$ cat src/rtl/dmem_arb_pkg.sv
// dmem_arb_pkg: shared port ids, default widths and the read-pipe stage type
package dmem_arb_pkg;

    localparam logic PORT_CPU  = 1'b0;
    localparam logic PORT_HOST = 1'b1;

    localparam int DEF_ADDR_W    = 7;
    localparam int DEF_DATA_W    = 16;
    localparam int DEF_MEM_LAT   = 1;
    localparam int DEF_MAX_BURST = 4;

    typedef struct packed {
        logic valid;
        logic port;
    } rdStage_t;

endpackage

$ cat src/rtl/dmem_rd_tracker.sv
// dmem_rd_tracker: MEM_LAT-deep {valid, port} shift pipe turning issued reads into per-port rvalid
module dmem_rd_tracker
    import dmem_arb_pkg::*;
#(
    parameter int MEM_LAT = DEF_MEM_LAT
) (
    input  logic       clk,
    input  logic       rst,
    input  logic       issue,
    input  logic       issuePort,
    output logic [1:0] rvalid
);

    rdStage_t pipe [MEM_LAT];
    rdStage_t tail;

    always_ff @(posedge clk or negedge rst) begin
        if (!rst) begin
            for (int i = 0; i < MEM_LAT; i++) pipe[i] <= '0;
        end else begin
            pipe[0] <= '{valid: issue, port: issuePort};
            for (int i = 1; i < MEM_LAT; i++) pipe[i] <= pipe[i-1];
        end
    end

    assign tail      = pipe[MEM_LAT-1];
    assign rvalid[0] = tail.valid && (tail.port == PORT_CPU);
    assign rvalid[1] = tail.valid && (tail.port == PORT_HOST);

endmodule

$ cat src/rtl/dmem_arbiter.sv
// dmem_arbiter: round-robin arbiter with bounded burst lock sharing one data memory port
// between the CPU (port 0) and the host loader (port 1), routing read data back by port.
module dmem_arbiter
    import dmem_arb_pkg::*;
#(
    parameter int ADDR_W    = DEF_ADDR_W,
    parameter int DATA_W    = DEF_DATA_W,
    parameter int MEM_LAT   = DEF_MEM_LAT,
    parameter int MAX_BURST = DEF_MAX_BURST
) (
    input  logic              clk,
    input  logic              rst,
    input  logic              p0_req,
    input  logic              p0_we,
    input  logic [15:0]       p0_addr,
    input  logic [DATA_W-1:0] p0_wdata,
    output logic              p0_gnt,
    output logic              p0_rvalid,
    output logic [DATA_W-1:0] p0_rdata,
    input  logic              p1_req,
    input  logic              p1_we,
    input  logic [15:0]       p1_addr,
    input  logic [DATA_W-1:0] p1_wdata,
    output logic              p1_gnt,
    output logic              p1_rvalid,
    output logic [DATA_W-1:0] p1_rdata,
    output logic              mem_en,
    output logic              mem_we,
    output logic [ADDR_W-1:0] mem_addr,
    output logic [DATA_W-1:0] mem_wdata,
    input  logic [DATA_W-1:0] mem_rdata,
    output logic              owner
);

    logic       last;
    logic [3:0] burstCnt;
    logic       anyReq;
    logic       lockHeld;
    logic       winner;
    logic [1:0] rvalid;
    logic       unusedAddr;

    // A zero count means the previous cycle was idle, so a tie falls back to plain round-robin.
    always_comb begin
        anyReq    = rst & (p0_req | p1_req);
        lockHeld  = (burstCnt != 4'd0) && (burstCnt < 4'(MAX_BURST));
        winner    = (p0_req && p1_req) ? (lockHeld ? last : ~last) : p1_req;
        p0_gnt    = anyReq & (winner == PORT_CPU);
        p1_gnt    = anyReq & (winner == PORT_HOST);
        mem_en    = anyReq;
        mem_we    = anyReq & (winner ? p1_we : p0_we);
        mem_addr  = anyReq ? (winner ? p1_addr[ADDR_W-1:0] : p0_addr[ADDR_W-1:0]) : '0;
        mem_wdata = anyReq ? (winner ? p1_wdata : p0_wdata) : '0;
    end

    always_ff @(posedge clk or negedge rst) begin
        if (!rst) begin
            last     <= PORT_HOST;
            burstCnt <= '0;
        end else if (anyReq) begin
            if (winner == last) begin
                burstCnt <= (burstCnt < 4'(MAX_BURST)) ? burstCnt + 4'd1 : burstCnt;
            end else begin
                last     <= winner;
                burstCnt <= 4'd1;
            end
        end else begin
            burstCnt <= '0;
        end
    end

    dmem_rd_tracker #(
        .MEM_LAT(MEM_LAT)
    ) rdTracker (
        .clk      (clk),
        .rst      (rst),
        .issue    (anyReq & ~mem_we),
        .issuePort(winner),
        .rvalid   (rvalid)
    );

    assign p0_rvalid  = rst & rvalid[0];
    assign p1_rvalid  = rst & rvalid[1];
    assign p0_rdata   = mem_rdata;
    assign p1_rdata   = mem_rdata;
    assign owner      = last;
    assign unusedAddr = ^{p0_addr[15:ADDR_W], p1_addr[15:ADDR_W]};

endmodule

$ cat config.mk
export PLATFORM = sky130hd
export DESIGN_NAME = dmem_arbiter
export DESIGN_NICKNAME = d
export VERILOG_FILES = /design/src/rtl/dmem_arb_pkg.sv /design/src/rtl/dmem_rd_tracker.sv /design/src/rtl/dmem_arbiter.sv
export SDC_FILE = /design/constraint.sdc
export NUM_CORES = 1
export LEC_CHECK = 0
export ABC_CLOCK_PERIOD_IN_PS = 2100
export BUFFER_PORTS_ARGS = -buffer_cell sky130_fd_sc_hd__buf_2
export CORE_ASPECT_RATIO = 0.6
export CORE_MARGIN = 2
export CORE_UTILIZATION = 32
export CTS_CLUSTER_SIZE = 14
export DETAILED_ROUTE_END_ITERATION = 6
export MAX_ROUTING_LAYER = met4
export PLACE_DENSITY = 0.91
export RECOVER_POWER = 100
export SYNTH_ARGS = -nofsm -noshare
export SYNTH_HDL_FRONTEND = slang
export SYNTH_SLANG_ARGS = --single-unit
$ cat constraint.sdc
create_clock -name clk -period 2.1 [get_ports clk]
set_input_delay 0.21 -clock clk [delete_from_list [all_inputs] [get_ports clk]]
set_output_delay 0.21 -clock clk [all_outputs]
set_load 0.1 [all_outputs]
# ---- Word level (Yosys, flattened, before mapping)
# Cells that the tools add are included.
dict set report op_classes {
  n_shift 0
  multipliers 0
  n_eq_ne 2
  n_div 0
  addsub 1
  n_reduce_logical 6
  bitwise_logic 13
  n_lt_le_gt_ge 1
  n_mux 10
}
# op count
set op_table {}
lappend op_table {{16-bit 2-to-1 mux} 2}
lappend op_table {{7-bit 2-to-1 mux} 2}
lappend op_table {{4-bit 2-to-1 mux} 3}
lappend op_table {{1-bit bitwise AND} 7}
lappend op_table {{1-bit inverter} 5}
lappend op_table {{4-bit by 1-bit adder with 4-bit output (second input constant)} 1}
lappend op_table {{1-bit logical AND} 4}
lappend op_table {{4-bit by 3-bit < comparator with 1-bit output (second input constant)} 1}
lappend op_table {{4-bit nonzero test} 1}
lappend op_table {{1-bit 2-to-1 mux} 3}
lappend op_table {{3-bit by 2-bit inequality test with 1-bit output (second input constant)} 1}
lappend op_table {{2-bit AND reduction} 1}
lappend op_table {{1-bit equality test} 1}
lappend op_table {{1-bit OR} 1}
dict set report word_totals {
  elab_cells 37
  ff_bits 7
  input_bits 86
  rom_bits 0
  latchBits 0
  memories 0
  mem_bits_rw 0
  output_inout_bits 62
}

# ---- Logic depth before layout (Yosys ltp)
dict set report depth {
  depth_word 8
  depth_mapped 7
  mapped_depth_nobuf 6
}

# ---- Cells and area by module
# Synthesis repeated with hierarchy kept, for this count alone.
dict set report hier_totals {
  cells_unflattened 160
  area_unflattened_um2 1142.3
}
# mod area_per_inst_um2 cells_per_inst n_inst
set modules_own_cells {}
lappend modules_own_cells {dmem_arbiter 1076.0 156 1}
lappend modules_own_cells {dmem_rd_tracker 66.3 4 1}

# ---- Worst setup path before layout
# OpenSTA, ideal clock, no wires.
dict set report synth_path {
  kind {input to output}
  from {input p1_req}
  to {output mem_wdata[10]}
  slack_ns -1.300
  n_path_buf 1
  arrival_time_ns 3.190
  required_time_ns 1.890
  stages 5
  path_cell_list {o21ai_1 inv_2 clkbuf_1 nand2_1 mux2i_1}
}
dict set report synth_between {
  word_cells_on_any_way 6
  cone_classes {mux (3); bitwise (2); reduce/logical (1)}
}
# item line
set synth_lines {}
lappend synth_lines {{from (decl)} dmem_arbiter.sv:20} ;# input logic p1_req,
lappend synth_lines {{1-bit OR} dmem_arbiter.sv:45} ;# anyReq = rst & (p0_req | p1_req);
lappend synth_lines {{1-bit bitwise AND} dmem_arbiter.sv:45}
lappend synth_lines {{named net mem_en} dmem_arbiter.sv:27} ;# output logic mem_en,
lappend synth_lines {{16-bit 2-to-1 mux} dmem_arbiter.sv:53} ;# mem_wdata = anyReq ? (winner ? p1_wdata : p0_wdata) : '0;
lappend synth_lines {{to (decl)} dmem_arbiter.sv:30} ;# output logic [DATA_W-1:0] mem_wdata,
# The timed path passes the listed nets, and every way through them passes these cells.

# ---- Worst setup path after layout
dict set report layout_path {
  from {register burstCnt[1]}
  to {output mem_wdata[12]}
}
dict set report layout_between {
  elab_chain_cells 6
  word_cells_on_any_way 7
  cone_classes {order compare (1); mux (4); reduce/logical (2)}
}
# item line
set layout_rtl {}
lappend layout_rtl {{from (decl)} dmem_arbiter.sv:36} ;# logic [3:0] burstCnt;
lappend layout_rtl {{from (signal assigned)} dmem_arbiter.sv:62} ;# burstCnt <= (burstCnt < 4'(MAX_BURST)) ? burstCnt + 4'd1 : burstCnt;
lappend layout_rtl {{4-bit by 3-bit < comparator with 1-bit output or 4-bit nonzero test (tied branches)} dmem_arbiter.sv:46} ;# lockHeld = (burstCnt != 4'd0) && (burstCnt < 4'(MAX_BURST));
lappend layout_rtl {{1-bit logical AND *} dmem_arbiter.sv:46}
lappend layout_rtl {{1-bit 2-to-1 mux * (2 in a row)} dmem_arbiter.sv:47} ;# winner = (p0_req && p1_req) ? (lockHeld ? last : ~last) : p1_req;
lappend layout_rtl {{16-bit 2-to-1 mux * (2 in a row)} dmem_arbiter.sv:53}
# Mark *: on every way between the ends. The rest lies on a longest branch, timed or not.

==> flow_summary.toml <==
[run_status]
status = "finished, violations left"
failed_checks = "setup timing"

[critical_path]
startpoint = "burstCnt[1]"
crit_required_ps = 1890
cpMostUsedCell = "buf_12"
arrival_ps = 2140
crit_chain = "inv_2, ha_4, or3_1, o211ai_1, buf_4, buf_12, mux2i_4, buf_12"
critPathLaunchType = "flip-flop"
r2r-start = "burstCnt[1]"
cp_slowest_cell = "dfrtp_1"
critPathMaxFanout = 6
max_stage_delay_ps = 360
crit_type = "reg -> out"
end_kind = "primary output"

[sta]
timing.final.ws_setup_ps = -246
drv_slew = 0
fin_worst_skew_ps = 0.906
fin_crit_sh = 1.12
tightest_slew_ps = 638
hold_slack_ps = 253
setup_violations = 26
finalCriticalPeriod_ps = 2350
rsz0062_at_grt = "true"
hold_viol = 0
max-slew-margin-rel = 0.569
max_freq_ghz = 0.426

[place]
dpl.hpwl_um = 2950
dp_cells = 261
portBuffers = 81
gp_congestion = 0.795
dp_slack_ps = -66.6

[synthesis]
syn_nets = 247
synth_seq_cells = 7
yosys_warnings = 0
synth.area.top_cells = "buf_4 22%, mux2i_1 20%, nand2_1 16%"
synth_area_per_cell_um2 = 7.09
synth.largest_area_cell = "buf_4"
ys_seq_area_frac = 0.156
yosysTopAreaCellShare = 0.220
ys_types = 31
synth_area_um2 = 1130
synthCells = 159

[cts]
cts_buffers = 3
cts_sinks = 7
clockBufferDepth = 2
cts-root-buf = "clkbuf_8"
clkSlewWorstSetupHoldPaths_ps = 40
clkLatencyLatePin_ps = 220
cts_tree = "done"
htree_num_levels = 1

[die]
rows = 16
initial_core_util = 0.341
die_y_um = 50.0
die_x_um = 80.6
dieArea_um2 = 4030
coreArea_um2 = 3300
ioPinCount = 148

[detailed_routing]
vias_per_cell = 4.68
drc = 0
wl_per_cell_um = 13.9
first_pass_iters = 5
drt-total-wl_um = 3840
drt_iter0_markers = 42
final_antenna_net_count = 0
vias = 1293

[layout]
layout_commonest_cell = "buf_2"
finalNonFillerCells = 276
nets = 320
syn_to_final_growth_pct = 108
final_cell_mix = "52 x buf_2, 49 x nand2_1, 30 x buf_12"
fillerInstances = 240
drive_gt1_frac = 0.623
diodes = 0

[power_and_ir_drop]
irDropWorstVdd_v = 0.000377
p_leak_uw = 0.00105
powerDensity_nw_per_um2 = 591
total_power_uw = 1390

[global_route]
grt_max_degree = 30
grt_pass1_vias = 1317
grt_first_pass_wirelength_um = 6000
gr-usage-all-layers = 0.197
grt_remaining_overflow = 0
antenna_found_initial = 0

[hold_path]
hold_path.class = "in -> async"

[run]
drv_cap = 0
==> sequential cells by signal (all words and copies together), names as in the netlist <==
name	cells
owner	1
burstCnt	4
rdTracker.pipe	2
==> layout make-up <==
class                           instances  area [um^2]  share of cell area
Multi-Input combinational cell        105          967               0.412
Clock buffer                            4         45.0              0.0192
Timing Repair Buffer                  108         1070               0.456
Sequential cell                         7          180              0.0767
Inverter                                7         28.8              0.0123
Tap cell                               45         56.3              0.0240
==> cells in the mapped netlist <==
cell type,count
inv_4,1
buf_4,33
mux2i_1,23
nor2b_1,1
o21a_1,1
and3_1,1
inv_2,1
or4_1,1
xnor2_1,1
o21ai_1,2
a31o_1,1
or3_1,1
o31ai_1,2
a21oi_1,2
o21ai_0,1
ha_1,2
a31oi_1,1
buf_1,1
o311ai_1,2
inv_1,5
mux2_4,1
nand2b_1,2
clkbuf_1,4
buf_6,2
nor4b_1,1
nand3_1,1
dfrtp_1,6
o211ai_1,1
nand2_1,49
dfstp_2,1
nor2_1,8
==> worst max-delay path, delay by kind of cell, from the launching register on <==
kind | cells | cell delay, ps
multiplexers | 1 | 260
adder cells (fa/ha/maj) | 1 | 150
AO/OA/AOI/OAI | 1 | 210
AND/OR/NAND/NOR | 1 | 300
buffers and inverters | 4 | 620
flip-flops | 1 | 360
==> kinds of logic (layout without fill, tap and decap cells) <==
group / count (synthesis) / after routing / synth area share
adders and majority gates: 2 / 2 / 0.0222
DFF: 7 / 7 / 0.156
xor gates and xnor gates: 1 / 1 / 0.00777
muxes: 24 / 24 / 0.218
AOI/OAI and AO/OA: 13 / 13 / 0.0777
and+or+nand+nor: 65 / 65 / 0.236
buffers and inverters: 47 / 119 / 0.282
==> final timing paths <==
kind	endpoint	slack [ps]	cells after the start
max	mem_wdata[12]	-250	8
min	burstCnt[3]	250	2
max reg2reg	rdTracker.pipe[1]	40	10
min reg2reg	owner	620	2
max in group asynchronous	burstCnt[1]	1390	2
min in group clk	rdTracker.pipe[1]	370	3
==> through the flow <==
step	util	cell area (um^2)	TNS [ps]
after global routing	0.711	2350	-8390
after detailed placement	0.649	2140	-684
after global placement	0.649	2140	-171
after CTS	0.697	2300	-5950
after floorplan	-	1460	-6260
final	0.711	2350	-5580
==> repair_timing <==
action                                  4_1_cts  5_1_grt
hold buffers                                  1        0
resized for setup                            14        4
buffers inserted                              6        4
pin swaps                                     4        2
hold endpoints to repair                      2        0
endpoints found under the setup margin       26       27
==> where the power goes <==
part	internal, uW	leakage [uW]	switching (uW)
combinational	425	0.000939	611
clock	132	0.0000228	60.2
sequential	150	0.0000907	11.1
total	706	0.00105	682
==> routing by layer <==
metal / share of wire / global-route usage / routed length [um] / vias up
met1: 0.38 / 0.216 / 1480 / 583
met4: 0.0070 / 0.0424 / 27 / 0
met5: 0 / - / 0 / -
met3: 0.10 / 0.0604 / 389 / 6
met2: 0.51 / 0.353 / 1950 / 66
li1: - / - / - / 638
No activity file was read; power rests on OpenSTA's default activity.
